`src/rtl/pc_fetch_unit.sv`:
```
// Fetch-stage PC unit: forms redirect targets, owns the PC, drives fetch-valid/flush/halt.
// Optional misaligned-target trap enabled by defining PC_MISALIGN_TRAP_EN.
module pc_fetch_unit #(
    parameter int           N             = 32,
    parameter logic [N-1:0] RESET_PC      = '0,
    parameter logic [N-1:0] TRAP_VEC      = N'(32'h0000_0100),
    parameter int           BUBBLE_CYCLES = 1
) (
    input  logic         clk,
    input  logic         rst,
    input  logic         stall_i,
    input  logic         halt_i,
    input  logic         br_valid_i,
    input  logic         br_taken_i,
    input  logic         br_is_jalr_i,
    input  logic [N-1:0] br_base_i,
    input  logic [N-1:0] br_imm_i,
    output logic [N-1:0] pc_o,
    output logic         fetch_valid_o,
    output logic         flush_o,
    output logic         exc_misalign_o,
    output logic [N-1:0] exc_tval_o,
    output logic         halted_o
);
    typedef enum logic [1:0] {S_START, S_RUN, S_BUBBLE, S_HALT} state_t;

    state_t       state_q, state_d;
    logic [N-1:0] pc_q, pc_d, tval_q, tval_d, tgt;
    logic [1:0]   cnt_q, cnt_d;
    logic         vld_q, vld_d, flush_q, flush_d, exc_q, exc_d, halted_q, halted_d;
    logic         redirect, misalign;

    always_comb begin
        tgt = br_base_i + br_imm_i;
        if (br_is_jalr_i) tgt[0] = 1'b0;
`ifdef PC_MISALIGN_TRAP_EN
        misalign = tgt[1];
`else
        tgt[1:0] = 2'b00;
        misalign = 1'b0;
`endif
    end

    assign redirect = (state_q == S_RUN || state_q == S_BUBBLE) && br_valid_i && br_taken_i;

    always_comb begin
        state_d  = state_q;
        pc_d     = pc_q;
        cnt_d    = cnt_q;
        vld_d    = vld_q;
        flush_d  = 1'b0;
        exc_d    = 1'b0;
        tval_d   = tval_q;
        halted_d = halted_q;
        case (state_q)
            S_START: begin
                state_d = S_RUN;
                vld_d   = 1'b1;
            end
            S_RUN, S_BUBBLE: begin
                if (halt_i) begin
                    state_d  = S_HALT;
                    vld_d    = 1'b0;
                    halted_d = 1'b1;
                end else if (redirect) begin
                    flush_d = 1'b1;
                    if (misalign) begin
                        pc_d   = TRAP_VEC;
                        exc_d  = 1'b1;
                        tval_d = tgt;
                    end else begin
                        pc_d = tgt;
                    end
                    if (BUBBLE_CYCLES > 0) begin
                        state_d = S_BUBBLE;
                        vld_d   = 1'b0;
                        cnt_d   = 2'(BUBBLE_CYCLES);
                    end else begin
                        state_d = S_RUN;
                        vld_d   = 1'b1;
                    end
                end else if (state_q == S_RUN) begin
                    if (!stall_i) pc_d = pc_q + N'(4);
                end else begin
                    // bubble drains even while stalled; PC holds through the exit edge
                    if (cnt_q <= 2'd1) begin
                        state_d = S_RUN;
                        vld_d   = 1'b1;
                        cnt_d   = 2'd0;
                    end else begin
                        cnt_d = cnt_q - 2'd1;
                    end
                end
            end
            default: ;
        endcase
    end

    always_ff @(posedge clk or posedge rst) begin
        if (rst) begin
            state_q  <= S_START;
            pc_q     <= RESET_PC;
            cnt_q    <= 2'd0;
            vld_q    <= 1'b0;
            flush_q  <= 1'b0;
            exc_q    <= 1'b0;
            tval_q   <= '0;
            halted_q <= 1'b0;
        end else begin
            state_q  <= state_d;
            pc_q     <= pc_d;
            cnt_q    <= cnt_d;
            vld_q    <= vld_d;
            flush_q  <= flush_d;
            exc_q    <= exc_d;
            tval_q   <= tval_d;
            halted_q <= halted_d;
        end
    end

    assign pc_o           = pc_q;
    assign fetch_valid_o  = vld_q;
    assign flush_o        = flush_q;
    assign exc_misalign_o = exc_q;
    assign exc_tval_o     = tval_q;
    assign halted_o       = halted_q;

endmodule
```
`config.mk`:
```
export PLATFORM = sky130hd
export DESIGN_NAME = pc_fetch_unit
export DESIGN_NICKNAME = d
export VERILOG_FILES = /design/src/rtl/pc_fetch_unit.sv
export SDC_FILE = /design/constraint.sdc
export NUM_CORES = 1
export LEC_CHECK = 0
export BUFFER_PORTS_ARGS = -buffer_cell sky130_fd_sc_hd__buf_2
export CAP_MARGIN = 20
export CORE_MARGIN = 3
export CORE_UTILIZATION = 45
export DETAILED_ROUTE_END_ITERATION = 6
export PLACE_DENSITY = 0.73
export SETUP_SLACK_MARGIN = 0.05
export SLEW_MARGIN = 30
export SYNTH_ARGS = -nofsm -noshare
export SYNTH_HDL_FRONTEND = slang
export SYNTH_SLANG_ARGS = --single-unit
```
`constraint.sdc`:
```
create_clock -name clk -period 2.7 [get_ports clk]
set_input_delay 0.135 -clock clk [delete_from_list [all_inputs] [get_ports clk]]
set_output_delay 0.135 -clock clk [all_outputs]
set_load 0.05 [all_outputs]
```
==> impl_metrics.yaml, run 1 <==
sta:
  hold_viol: 0
  tightest_slew_ns: 0.6257
  setup-tns-final_ns: 0
  relSlewSlack: 0.5813
  slew_violations: 0
  fmax_ghz: 0.4181
  grt_setup_unrepaired: "false"
  finClkSkew_ns: 0.005059
  period_share: 0.8858
  fin_crit_ns: 2.392
  finalSetupViolCount: 0
global_route:
  grt_max_degree: 38
  track_usage: 0.2105
  grt_pass1_wl_mm: 17.68
  grt-ovfl-total: 0
  antenna_found_initial: 0
  grt_pass1_vias: 3850
placed_design:
  gp_congestion: 0.8565
  hpwl_mm: 8.708
  io_buffers: 102
power_and_ir_drop:
  p_leak_nw: 2.189
  power_mw: 4.035
  peakVddDrop_v: 0.0002963
  power_density_nw_per_um2: 861.8
floorplan:
  die_area_sq_um: 10140
  ios: 139
  fp.dieH_microns: 100.7
  start_util: 0.4767
  num_rows: 33
  die_w_microns: 100.7
  core-area_sq_um: 8464
worst_setup_path:
  cp_max_fo: 6
  critPathTopFamily: "simple AND/OR/NAND/NOR gates"
  path_class: "flip-flop to flip-flop"
  cp-end-kind: "flip-flop"
  crit_chain: "ha_1, nand4_1, nor2b_1, and2_1, and3_1, and2_1, nand3_1, a21oi_1, a21oi_1"
  critPathRequiredTime_ns: 2.86
  path_buf_inv: 0
  cpPeakStageDelay_ns: 0.45
  crit_arrival_ns: 2.55
  critPathSlowestCell: "dfrtp_1"
  cp-start-kind: "flip-flop"
yosys:
  seq_area_frac_synth: 0.2295
  synth_top_family_by_area: "compound AO/OA/AOI/OAI gates"
  synthTopCellsByArea: "dfrtp_1, ha_1, a21oi_1, buf_4, o21ai_0"
  synth.distinct_cells: 56
  syn_area_sq_um: 4035
  synth_edf_count: 0
  synth_xor_area_frac: 0.06512
  syn_inst: 524
  yosysTopAreaCellShare: 0.2295
  synth-main-ff-cell: "dfrtp_1"
  yosysTopAreaCell: "dfrtp_1"
  ys_seq_elements: 37
  syn_avg_cell_area_sq_um: 7.701
  yosysMostFrequentCell: "a21oi_1"
  async_reset_ff_frac: 1.000
  synth_mux_area_frac: 0
  yosysWarnings: 0
  synth_common_cells: "a21oi_1, nand2_1, o21ai_0"
  synth_fa_ha_area_frac: 0.1054
  synth_compound_area_frac: 0.3085
  synth_simple_gate_area_frac: 0.1888
cts:
  clock_path_buffers: 2
  cts_tree: "yes"
  htreeDepth: 2
  root_buffer: "clkbuf_8"
  cts_buffers: 5
  cts-resized-gates: 0
  hold_buffers: 1
  post_cts_buffers: 0
  cts_sinks: 37
  clock_latency_ns: 0.29
  clkSlewWorstSetupHoldPaths_ns: 0.07
cells_and_area:
  drive_above_1_share: 0.2166
  nets: 732
  utilization: 0.5531
  fillers: 825
  syn2layout_area_growth_pct: 16.03
  diodes: 0
min_path:
  hold_path_class: "input pin to flip-flop"
detailed_routing:
  drt_iter0_drc: 139
  ant_nets: 0
  drtPass1Iterations: 5
  post_drt_wl_per_cell_microns: 14.89
  routed_wl_mm: 10.91
  drcViolationCount: 0
  vias: 4204
  avgViaCountPerCell: 5.735
job:
  maxCapViolations: 0
run_status:
  status: "finished, final reports clean"
## cells in the final DEF, fill, tap and decap left out, types with 4 or more instances in the layout
master / instances
o21ai_1: 10
o21ai_0: 38
buf_2: 102
ha_1: 34
nand2b_1: 4
nand2_1: 46
a21o_1: 19
inv_1: 13
nand3_1: 22
nor3_1: 8
dfrtp_1: 37
buf_4: 17
o21bai_1: 5
and3_1: 7
nor2_1: 29
o22ai_1: 8
xor2_1: 9
conb_1: 35
a211oi_1: 4
xnor2_1: 21
a31oi_1: 10
and2_1: 6
clkbuf_8: 7
a21oi_1: 65
o221ai_1: 7
nand4_1: 14
## cell families after synthesis
group / Yosys count
AND/OR/NAND/NOR: 154
adder cells (fa/ha/maj): 34
XOR/XNOR: 30
AO/OA/AOI/OAI: 197
flip-flops: 37
buffers and inverters: 71
other: 1
## per-stage QoR
step | instances | setup WS [ns] | hold WS [ns] | area, sq um
after global routing | 733 | 0.1246 | 0.1212 | 4682
final | 733 | 0.3082 | 0.1216 | 4682
after CTS | 733 | 0.3381 | 0.1146 | 4682
after detailed placement | 724 | 0.1443 | 0.2725 | 4571
after floorplan | 558 | 0.05487 | 0.2561 | 4163
after global placement | 724 | 0.1584 | 0.2673 | 4571
## where the power goes
group	switching, mW	leakage, nW	internal [mW]
combinational	1.76	1.70	0.730
clock	0.195	0.0542	0.231
sequential	0.320	0.430	0.802
## worst paths after layout
check	startpoint	end	slack [ns]	depth (start not counted)
worst max-delay path	pc_o[2]$_DFFE_PP0P_	pc_o[24]$_DFFE_PP0P_	0.31	9
worst min-delay path	halt_i	halted_o$_DFFE_PP0P_	0.12	2
worst max register to register	pc_o[2]$_DFFE_PP0P_	pc_o[24]$_DFFE_PP0P_	0.31	9
worst min register to register	halted_o$_DFFE_PP0P_	halted_o$_DFFE_PP0P_	0.47	1
max in group asynchronous	rst	pc_o[11]$_DFFE_PP0P_	1.87	4
min in group asynchronous	rst	pc_o[2]$_DFFE_PP0P_	0.50	4
## state kept, by name, summed over array words and instances, names as in the netlist
register	flops
fetch_valid_o	1
pc_o	30
flush_o	1
halted_o	1
cnt_q	2
state_q	2
## final cells by class
type	count	area, sq um	area share
Clock inverter	1	5.005	0.001069
Sequential cell	37	925.9	0.1978
Tap cell	105	131.4	0.02806
Inverter	13	48.80	0.01042
Clock buffer	7	96.34	0.02058
Multi-Input combinational cell	450	2826	0.6037
Timing Repair Buffer	120	648.1	0.1384
## per-layer routing
metal	GRT usage	up-vias	share of wire
li1	-	2068	-
met1	0.2915	1937	0.45
met2	0.3463	183	0.47
met3	0.01869	16	0.073
met4	0.06632	0	0.014
met5	0	-	0
Power figures use the tool's default switching activity.
==> run 2, diff against run 1 <==
--- a/config.mk
+++ b/config.mk
@@ -11,6 +11,7 @@
 export CORE_UTILIZATION = 45
 export DETAILED_ROUTE_END_ITERATION = 6
 export PLACE_DENSITY = 0.73
+export REMOVE_ABC_BUFFERS = 1
 export SETUP_SLACK_MARGIN = 0.05
 export SLEW_MARGIN = 30
 export SYNTH_ARGS = -nofsm -noshare
==> impl_metrics.yaml, run 2 (synthesized netlist as in run 1, its figures left out) <==
run_status:
  status: "finished, final reports clean"
sta:
  tightest_slew_ns: 0.6542
  finalSetupViolCount: 0
  setup-tns-final_ns: 0
  grt_setup_unrepaired: "false"
  finClkSkew_ns: 0.004663
  period_share: 0.8793
  slew_violations: 0
  finalWorstSetupSlack_ns: 0.3259
  hold_viol: 0
  fmax_ghz: 0.4212
  relSlewSlack: 0.5601
  fin_crit_ns: 2.374
global_route:
  grt_max_degree: 38
  antenna_found_initial: 0
  track_usage: 0.2083
  grt_pass1_wl_mm: 17.60
  grt-ovfl-total: 0
  grt_pass1_vias: 3790
worst_setup_path:
  critPathRequiredTime_ns: 2.85
  path_class: "input pin to flip-flop"
  cp-end-kind: "flip-flop"
  crit_chain: "buf_2, ha_1, a21oi_1, o22ai_1, o41ai_1, o21ai_0, a21oi_1, o21ai_0, xnor2_1, a21oi_1"
  cp_max_fo: 6
  reg2reg_from: "pc_o[2]$_DFFE_PP0P_"
  crit_path_start: "br_base_i[15]"
  cpPeakStageDelay_ns: 0.44
  cp-start-kind: "input pin"
  critPathSlowestCell: "o41ai_1"
  crit_arrival_ns: 2.52
  critPathMostFrequentCell: "a21oi_1"
floorplan:
  core-area_sq_um: 8464
  die_w_microns: 100.7
  num_rows: 33
  die_area_sq_um: 10140
  start_util: 0.4767
  fp.dieH_microns: 100.7
  ios: 139
power_and_ir_drop:
  power_density_nw_per_um2: 866.6
  peakVddDrop_v: 0.0003045
  p_leak_nw: 2.175
cells_and_area:
  utilization: 0.5505
  drive_above_1_share: 0.2125
  mostFrequentLayoutCells: "buf_2, a21oi_1, nand2_1, o21ai_0, dfrtp_1"
  diodes: 0
  fillers: 822
  final_common_cell: "buf_2"
  largest_reg_flops: 30
  nets: 731
  syn2layout_area_growth_pct: 15.47
cts:
  hold_buffers: 1
  cts_sinks: 37
  cts_buffers: 5
  post_cts_buffers: 0
  cts_tree: "yes"
  clkSlewWorstSetupHoldPaths_ns: 0.07
  cts-resized-gates: 0
  root_buffer: "clkbuf_8"
  htreeDepth: 2
  clock_path_buffers: 2
  clock_latency_ns: 0.29
placed_design:
  gp_congestion: 0.8860
  place_ws_ns: 0.08742
  hpwl_mm: 8.654
  io_buffers: 102
detailed_routing:
  ant_nets: 0
  drtPass1Iterations: 5
  post_drt_wl_per_cell_microns: 14.85
  routed_wl_mm: 10.85
  vias: 4139
  avgViaCountPerCell: 5.662
  drcViolationCount: 0
  drt_iter0_drc: 202
min_path:
  holdCritStartpoint: "halt_i"
  hold_path_class: "input pin to flip-flop"
job:
  maxCapViolations: 0
-- run 2: cell count changes in the layout (fill, tap and decap cells not counted), sizes merged --
cell	delta
clkinv	-1
buf	-1
-- run 2: per-stage QoR --
step / hold slack [ns] / total power, mW / cells / cell area [sq um]
2_1_floorplan: 0.2561 / 2.930 / 500 / 3801
3_3_place_gp: 0.2674 / 3.575 / 723 / 4563
3_5_place_dp: 0.2794 / 3.629 / 723 / 4563
4_1_cts: 0.1267 / 4.030 / 731 / 4659
5_1_grt: 0.1417 / 4.300 / 731 / 4659
6_report: 0.1272 / 4.038 / 731 / 4659
-- run 2: critical path, delay by kind of cell --
family,cells,cell delay [ns]
adders and majority gates,1,0.39
buffers and inverters,1,0.10
xor gates and xnor gates,1,0.28
AOI/OAI and AO/OA,7,1.63
-- run 2: cell type report --
type | instances | area (sq um) | area share
flip-flops and latches | 37 | 925.9 | 0.1987
well taps | 105 | 131.4 | 0.02820
inverters | 13 | 48.80 | 0.01047
multi-input cells | 450 | 2826 | 0.6066
repair buffers | 119 | 640.6 | 0.1375
clock buffers | 7 | 86.33 | 0.01853
-- run 2: layer usage --
metal  track usage  part of all wire  up-vias
li1              -                 -     2073
met1        0.2852              0.45     1882
met2        0.3484              0.47      172
met3       0.03114             0.076       12
met4       0.04249            0.0095        0
met5             0                 0        -
-- run 2: worst paths after layout --
path / to / slack (ns) / cells past startpoint
max: pc_o[30]$_DFFE_PP0P_ / 0.33 / 10
min in group asynchronous: pc_o[8]$_DFFE_PP0P_ / 0.51 / 4
max in group asynchronous: pc_o[17]$_DFFE_PP0P_ / 1.87 / 4
max reg2reg: pc_o[24]$_DFFE_PP0P_ / 0.40 / 9
min reg2reg: halted_o$_DFFE_PP0P_ / 0.47 / 1
min: halted_o$_DFFE_PP0P_ / 0.13 / 2
-- run 2: where the power goes --
part	switching, mW	total [mW]	internal, mW
Combinational	1.79	2.54	0.750
Sequential	0.303	1.11	0.803
Clock	0.191	0.394	0.203
Total	2.28	4.04	1.76
